File: src/rtl/bcd_recoder_serial.sv
// bcd_recoder_serial
//   Digit-serial BCD-8421 -> BCD-4221 (optionally BCD-5211) recoder that feeds
//   the partial-product generator of the decimal multiplier. DPC digits are
//   recoded per clock, so one operand takes NDIG/DPC BUSY cycles. PAD_DIG zero
//   digits sit above the recoded operand to give downstream carry headroom.
//
//   Optional feature macro: BCD_RECODE_5211_EN
//     defined   : mode selects 4221 (0) or 5211 (1), latched with each operand
//     undefined : mode is ignored, 4221 only, no 5211 lookup is built
//
// Ports
//   clk        in   clock, rising edge
//   rst        in   synchronous active-high reset
//   in_valid   in   operand valid
//   in_ready   out  block can accept an operand (IDLE only)
//   x_in       in   4*NDIG BCD-8421 operand, digit 0 at [3:0]
//   mode       in   0 = 4221, 1 = 5211 (sampled with the operand)
//   out_valid  out  result valid (DONE state)
//   out_ready  in   consumer accepts the result
//   x_out      out  4*(NDIG+PAD_DIG) recoded result, pad digits zero
//   err        out  operand held a digit > 9; valid with out_valid
module bcd_recoder_serial #(
  parameter int NDIG    = 4,
  parameter int DPC     = 1,
  parameter int PAD_DIG = 1
) (
  input  logic                          clk,
  input  logic                          rst,
  input  logic                          in_valid,
  output logic                          in_ready,
  input  logic [4*NDIG-1:0]             x_in,
  input  logic                          mode,
  output logic                          out_valid,
  input  logic                          out_ready,
  output logic [4*(NDIG+PAD_DIG)-1:0]   x_out,
  output logic                          err
);

  localparam int NBEAT = NDIG / DPC;
  localparam int CW    = (NBEAT > 1) ? $clog2(NBEAT) : 1;
  localparam logic [CW-1:0] LAST = CW'(NBEAT - 1);

  typedef enum logic [1:0] {
    S_IDLE = 2'd0,
    S_BUSY = 2'd1,
    S_DONE = 2'd2
  } state_t;

  // Invalid codes (1010..1111) fall to the default and recode to 0000.
  function automatic logic [3:0] rec_4221(input logic [3:0] d);
    case (d)
      4'd0:    rec_4221 = 4'b0000;
      4'd1:    rec_4221 = 4'b0001;
      4'd2:    rec_4221 = 4'b0010;
      4'd3:    rec_4221 = 4'b0011;
      4'd4:    rec_4221 = 4'b1000;
      4'd5:    rec_4221 = 4'b1001;
      4'd6:    rec_4221 = 4'b1010;
      4'd7:    rec_4221 = 4'b1011;
      4'd8:    rec_4221 = 4'b1110;
      4'd9:    rec_4221 = 4'b1111;
      default: rec_4221 = 4'b0000;
    endcase
  endfunction

`ifdef BCD_RECODE_5211_EN
  function automatic logic [3:0] rec_5211(input logic [3:0] d);
    case (d)
      4'd0:    rec_5211 = 4'b0000;
      4'd1:    rec_5211 = 4'b0001;
      4'd2:    rec_5211 = 4'b0100;
      4'd3:    rec_5211 = 4'b0101;
      4'd4:    rec_5211 = 4'b0111;
      4'd5:    rec_5211 = 4'b1000;
      4'd6:    rec_5211 = 4'b1001;
      4'd7:    rec_5211 = 4'b1100;
      4'd8:    rec_5211 = 4'b1101;
      4'd9:    rec_5211 = 4'b1111;
      default: rec_5211 = 4'b0000;
    endcase
  endfunction
`endif

  state_t              state_q, state_d;
  logic [CW-1:0]       cnt_q, cnt_d;
  logic [4*NDIG-1:0]   src_q, src_d;     // source digits, shifted right each beat
  logic [4*NDIG-1:0]   acc_q, acc_d;     // result under construction
  logic [4*NDIG-1:0]   xout_q, xout_d;   // presented result, updated only on completion
  logic                err_acc_q, err_acc_d;
  logic                err_q, err_d;

`ifdef BCD_RECODE_5211_EN
  logic                mode_q, mode_d;
`else
  logic                unused_mode;
  assign unused_mode = mode;
`endif

  logic [4*DPC-1:0]    rec_beat;
  logic                bad_beat;

  // Recode the DPC lowest source digits of the current beat.
  always_comb begin
    rec_beat = '0;
    bad_beat = 1'b0;
    for (int k = 0; k < DPC; k++) begin
      if (src_q[4*k +: 4] > 4'd9) bad_beat = 1'b1;
`ifdef BCD_RECODE_5211_EN
      rec_beat[4*k +: 4] = mode_q ? rec_5211(src_q[4*k +: 4]) : rec_4221(src_q[4*k +: 4]);
`else
      rec_beat[4*k +: 4] = rec_4221(src_q[4*k +: 4]);
`endif
    end
  end

  always_comb begin
    state_d   = state_q;
    cnt_d     = cnt_q;
    src_d     = src_q;
    acc_d     = acc_q;
    xout_d    = xout_q;
    err_acc_d = err_acc_q;
    err_d     = err_q;
`ifdef BCD_RECODE_5211_EN
    mode_d    = mode_q;
`endif
    case (state_q)
      S_IDLE: begin
        if (in_valid) begin
          src_d     = x_in;
          acc_d     = '0;
          err_acc_d = 1'b0;
          cnt_d     = '0;
`ifdef BCD_RECODE_5211_EN
          mode_d    = mode;
`endif
          state_d   = S_BUSY;
        end
      end
      S_BUSY: begin
        // Beat cnt_q produces result digits cnt_q*DPC .. cnt_q*DPC+DPC-1.
        for (int k = 0; k < DPC; k++) begin
          acc_d[4*(int'(cnt_q)*DPC + k) +: 4] = rec_beat[4*k +: 4];
        end
        err_acc_d = err_acc_q | bad_beat;
        src_d     = src_q >> (4*DPC);
        cnt_d     = cnt_q + CW'(1);
        if (cnt_q == LAST) begin
          // Publish the finished word together with its sticky error flag.
          xout_d  = acc_d;
          err_d   = err_acc_d;
          cnt_d   = '0;
          state_d = S_DONE;
        end
      end
      S_DONE: begin
        if (out_ready) state_d = S_IDLE;
      end
      default: state_d = S_IDLE;
    endcase
  end

  always_ff @(posedge clk) begin
    if (rst) begin
      state_q   <= S_IDLE;
      cnt_q     <= '0;
      src_q     <= '0;
      acc_q     <= '0;
      xout_q    <= '0;
      err_acc_q <= 1'b0;
      err_q     <= 1'b0;
`ifdef BCD_RECODE_5211_EN
      mode_q    <= 1'b0;
`endif
    end else begin
      state_q   <= state_d;
      cnt_q     <= cnt_d;
      src_q     <= src_d;
      acc_q     <= acc_d;
      xout_q    <= xout_d;
      err_acc_q <= err_acc_d;
      err_q     <= err_d;
`ifdef BCD_RECODE_5211_EN
      mode_q    <= mode_d;
`endif
    end
  end

  assign in_ready  = (state_q == S_IDLE);
  assign out_valid = (state_q == S_DONE);
  assign err       = err_q;

  always_comb begin
    x_out             = '0;
    x_out[4*NDIG-1:0] = xout_q;
  end

endmodule

File: config.mk
export PLATFORM = sky130hd
export DESIGN_NAME = bcd_recoder_serial
export DESIGN_NICKNAME = d
export VERILOG_FILES = /design/src/rtl/bcd_recoder_serial.sv
export SDC_FILE = /design/constraint.sdc
export NUM_CORES = 1
export LEC_CHECK = 0
export ABC_AREA = 1
export CAP_MARGIN = 20
export CORE_MARGIN = 5
export CORE_UTILIZATION = 45
export DETAILED_ROUTE_END_ITERATION = 10
export PLACE_DENSITY = 0.73
export SLEW_MARGIN = 5
export SYNTH_ARGS = -nofsm -noshare
export SYNTH_HDL_FRONTEND = slang
export SYNTH_SLANG_ARGS = --single-unit
File: constraint.sdc
create_clock -name clk -period 1.4 [get_ports clk]
set_input_delay 0.42 -clock clk [delete_from_list [all_inputs] [get_ports clk]]
set_output_delay 0.42 -clock clk [all_outputs]
set_load 0.01 [all_outputs]
==> Yosys cells after proc, flatten, opt, wreduce, memory -nomap -nowiden <==
Memory sizes are Yosys's and may differ from the RTL's. A register that Yosys moved wholly into a read port is not among the register bits.
Index checks and enable logic that the tools add are counted.
W data, S select, Z words.
{ "classes": {"add_sub_neg": 2, "order_cmp": 1, "eq_ne": 6, "n_shift": 2, "muxes": 17, "bitwise_logic": 1, "n_reduce_logical": 5} }
{ "ops": {"columns": ["op", "n"], "rows": [
  ["$pmux W16 S2", 2],
  ["$neg A4 Y33", 1],
  ["$shift A4 B33 Y16 const A", 1],
  ["$shiftx A4 B33 Y16", 1],
  ["$mux W16", 2],
  ["$bwmux W16", 1],
  ["$mux W2", 5],
  ["$mux W4", 2],
  ["$pmux W2 S3", 1],
  ["$eq A2 B2 Y1 const B", 2],
  ["$gt A4 B4 Y1 const B", 1],
  ["$ne A2 B2 Y1 const B", 2],
  ["$pmux W2 S2", 1],
  ["$reduce_and A2 Y1", 2],
  ["$reduce_and A3 Y1", 1],
  ["$add A2 B1 Y2 const B", 1],
  ["$eq A2 B1 Y1 const B", 1],
  ["$logic_not A2 Y1", 1],
  ["$mux W1", 2],
  ["$ne A2 B1 Y1 const B", 1],
  ["$pmux W1 S2", 1],
  ["$reduce_bool A2 Y1", 1],
  ["$or A1 B1 Y1", 1]
]} }
{ "totals": {"reg_bits": 54, "rom_bits": 64, "in_bits": 21, "wordCells": 42, "memories": 1} }
{ "memory_table": {"columns": ["name", "words", "word_bits", "read_ports", "rd_clocked_by_memory_dff", "wr", "line_no", "text"], "rows": [
  ["(no name shown)", 16, 4, 1, 1, 0, "51", "case (d)"]
]} }

==> Depth between registers and ports, before layout <==
{ "logic_depth": {"word_depth": 5, "depth_mapped": 9, "ltp_nobuf": 9} }

==> Worst setup path before layout <==
No wires, ideal clock.
{ "synth_timing": {"path_kind": "reg2reg", "startpoint": "register cnt_q[0]", "endpoint": "register acc_q[0]", "t_arrival_ps": 1415, "required_time_ps": 1330, "path_slack_ps": -85, "stages_incl_launch_ff": 8, "n_path_buf": 0, "path_cell_list": "dfxtp_1 > inv_1 > ha_1 > inv_1 > nand3_1 > o21ai_0 > nand2_1 > a21oi_1"} }
{ "synth_via": {"elab_chain_cells": 4, "word_cells_on_any_way": 5, "classes_between": "1 x add/sub; 2 x shift; 2 x mux"} }
{ "synth_lines": {"columns": ["item", "line_no", "text"], "rows": [
  ["start: declaration", "85", "logic [CW-1:0] cnt_q, cnt_d;"],
  ["start signal: assignment", "177", "cnt_q <= cnt_d;"],
  ["$neg A4 Y33 *", "143", "acc_d[4*(int'(cnt_q)*DPC + k) +: 4] = rec_beat[4*k +: 4];"],
  ["$shiftx A4 B33 Y16 / $shift A4 B33 Y16 (equally long branches)", "143", null],
  ["$bwmux W16 *", "143", null],
  ["$pmux W16 S2 *", "127", "case (state_q)"],
  ["end signal: assignment", "168", "acc_q <= '0;"],
  ["end signal: assignment", "179", "acc_q <= acc_d;"],
  ["end: declaration", "87", "logic [4*NDIG-1:0] acc_q, acc_d;"]
]} }
Mark *: on every way between the ends. The rest lies on a longest branch, timed or not.
A chain may end at the register's enable or synchronous reset.

==> Worst setup path in the final report <==
{ "layout_timing": {"startpoint": "register cnt_q[0]", "endpoint": "register acc_q[9]"} }
Same word-level chain as after synthesis.

==> flow_metrics.env <==
export IMPL_status="finished with violations"
export IMPL_violations="negative setup slack"
export IMPL_die_area_mm2=0.00691
export IMPL_ff2ff_path_depth=9
export IMPL_port_buffers=38
export IMPL_crit_path_start="cnt_q[0]$_SDFFE_PP0N_"
export IMPL_path_buf_inv=3
export IMPL_maxCapViolCount=0
export IMPL_core_area_mm2=0.00514
export IMPL_rsz0062_at_grt="yes"
export IMPL_ys_ff_latch=54
export IMPL_hp_class="flip-flop to flip-flop"
export IMPL_dpl_hpwl_um=4030
export IMPL_multi_input_area_mm2=0.00118
export IMPL_final_util_pct=63.5
export IMPL_yosysTopAreaCellShare_pct=45.0
export IMPL_ys_dominant_reg_cell="dfxtp_1"
export IMPL_avgViaCountPerCell=4.84
export IMPL_fin_area_mm2=0.00326
export IMPL_clock_sinks=54
export IMPL_io_pin_count=44
export IMPL_drt_initial_drc_count=90
export IMPL_cts_hold_buf=0
export IMPL_clk_pin_slew_worst_paths_ns=0.09
export IMPL_hold_end="src_q[14]$_SDFFE_PP0N_"
export IMPL_slowest_stage="dfxtp_2"
export IMPL_grt_max_degree=26
export IMPL_hold_start="src_q[14]$_SDFFE_PP0N_"
export IMPL_end_kind="flip-flop"
export IMPL_vdd_ir_drop_max_uv=569
export IMPL_synth_distinct_cells=27
export IMPL_final_nets=413
export IMPL_crit_type="flip-flop to flip-flop"
export IMPL_syn_inst=324
export IMPL_track_usage_pct=16.3
export IMPL_crit_family="simple AND/OR/NAND/NOR gates"
export IMPL_crit_fanout=4
export IMPL_placed_area_mm2=0.00302
export IMPL_async_flop_share_pct=0
export IMPL_hold_path_depth=2
export IMPL_cp_arrival_ns=1.67
export IMPL_yosysTopAreaCell="dfxtp_1"
export IMPL_fp_dieH_um=83.1
export IMPL_finClkSkew_ns=0.00629
export IMPL_r2r_start="cnt_q[0]$_SDFFE_PP0N_"
export IMPL_routedWlPerCell_um=12.1
export IMPL_synth_area_mm2=0.00240
export IMPL_cts_buffer_depth=2
export IMPL_finalNonFillerCells=458
export IMPL_period_needed_ns=1.43
export IMPL_r2r_end="acc_q[9]$_SDFFE_PP0N_"
export IMPL_grt_pass1_wl_um=9510
export IMPL_hold_violations=0
export IMPL_min_period_over_period_pct=102
export IMPL_cpPeakStageDelay_ns=0.35
export IMPL_ant_nets=0
export IMPL_dp_cells=449
export IMPL_startpoint_type="flip-flop"
export IMPL_dr_pass1_iters=4
export IMPL_rows=26
export IMPL_route_detailed_drc=0
export IMPL_cts_tree="yes"
export IMPL_grt_pass1_vias=2146
export IMPL_register_area_mm2=0.00109
export IMPL_vias=2216
export IMPL_cts_max_level=2
export IMPL_report_final_slew_viol_count=0
export IMPL_synth_edf_count=0
export IMPL_area_growth_pct=35.6
export IMPL_rrSetupSlack_ns=-0.03
export IMPL_tns_ns=-0.0297
export IMPL_syn_area_per_cell_um2=7.42
export IMPL_crit_chain="inv_4 -> buf_6 -> ha_4 -> inv_2 -> nor2_2 -> nand3_2 -> o21ai_2 -> nand2_1 -> a21oi_2"
export IMPL_synth_area_leaders="dfxtp_1 (45%), nand2_1 (15%), a21oi_1 (5.8%)"
export IMPL_yosysSeqAreaShare_pct=45.0
export IMPL_p_leak_uw=0.00150
export IMPL_fmax_mhz=699
export IMPL_total_power_uw=3180
export IMPL_layout_drive_gt1_share_pct=21.1
export IMPL_numCtsBuffers=5
export IMPL_insertion_delay_ns=0.31
export IMPL_nFillCells=479
export IMPL_yosysWarnings=0
export IMPL_final_cell_mix="nand2_1 (94), dfxtp_1 (50), inv_1 (32)"
export IMPL_start_util_pct=46.8
export IMPL_overflow=0
export IMPL_dieWidth_um=83.1
export IMPL_setup_viol=1
export IMPL_final_common_cell="nand2_1"
export IMPL_antenna_found_initial=0
export IMPL_worst_slack_ns=-0.0297
export IMPL_cts_root_buf="clkbuf_8"
export IMPL_antenna_cells=0
export IMPL_routed_wl_um=5560
export IMPL_required_ns=1.64
export IMPL_gp_congestion=0.796
export IMPL_power_density_mw_per_mm2=974
-- timing repair --
action                                  CTS  global route
endpoints found under the hold margin     0             0
endpoints found under the setup margin   37            38
buffers inserted                          0             1
cloned                                    0             0
gates resized for setup                  44            28
pin swaps                                 1             7
-- worst min-delay path, stage by stage (launching register included) --
cell and delay [ns]:
dfxtp_1 0.32, nand2_1 0.06, a21oi_1 0.05
-- logic make-up (layout without fill, tap and decap cells) --
group	Yosys count	count (layout)	share of synthesized area [%]
buf+inv	59	120	11.6
fa+ha+maj	5	5	2.60
flops	54	54	45.0
compound gates	82	82	19.1
other cells	1	4	0.156
simple gates	123	123	21.6
-- Yosys cell counts, drive strengths merged (2+ instances only) --
master  number
nand2       96
a31oi        8
o21ai       30
o22ai        4
o21a        12
a21oi       28
ha           5
clkinv       2
nor2         8
nand3       16
inv         39
buf         13
clkbuf       5
dfxtp       54
-- area by class of cell --
| cell class | count | share of cell area, % |
|---|---|---|
| multi-input combinational | 214 | 36.3 |
| sequential | 54 | 33.3 |
| timing repair buffer | 71 | 19.2 |
| inverter | 41 | 5.18 |
| tap | 70 | 2.69 |
| clock buffer | 6 | 2.22 |
| clock inverter | 2 | 1.15 |
-- state kept, by name, summed over array words and instances (netlist names) --
name and flops:
err_acc_q 1, src_q 16, acc_q 12, err 1, state_q 2, rec_beat 4, xout_q 16, cnt_q 2
-- worst max-delay path by stage --
stage                                 end  slack [ns]  cells past startpoint
floorplan           acc_q[0]$_SDFFE_PP0N_        0.04                      7
global placement      rec_beat[3]$_DFF_P_       -0.28                      8
detailed placement    rec_beat[1]$_DFF_P_       -0.31                      8
CTS                             out_valid       -0.10                      3
global route        acc_q[9]$_SDFFE_PP0N_       -0.11                      9
finish              acc_q[9]$_SDFFE_PP0N_       -0.03                      9
-- where the power goes --
group          internal (uW)  switching, uW  total (uW)
Sequential              1600           39.3        1640
Combinational            222            278         500
Clock                    534            500        1030
-- metal layers --
| layer | share of wire (%) | track usage, % | vias to the layer above |
|---|---|---|---|
| li1 | - | - | 1153 |
| met1 | 46 | 21.5 | 1007 |
| met5 | 0 | 0 | - |
| met4 | 1.0 | 4.90 | 0 |
| met3 | 4.7 | 3.56 | 8 |
| met2 | 48 | 26.7 | 48 |
-- through the flow --
step,hold slack (ns),setup WS [ns]
2_1_floorplan,0.439,0.0406
3_3_place_gp,0.450,-0.279
3_5_place_dp,0.454,-0.306
4_1_cts,0.468,-0.102
5_1_grt,0.495,-0.108
6_report,0.467,-0.0297
Power figures use the tool's default switching activity.
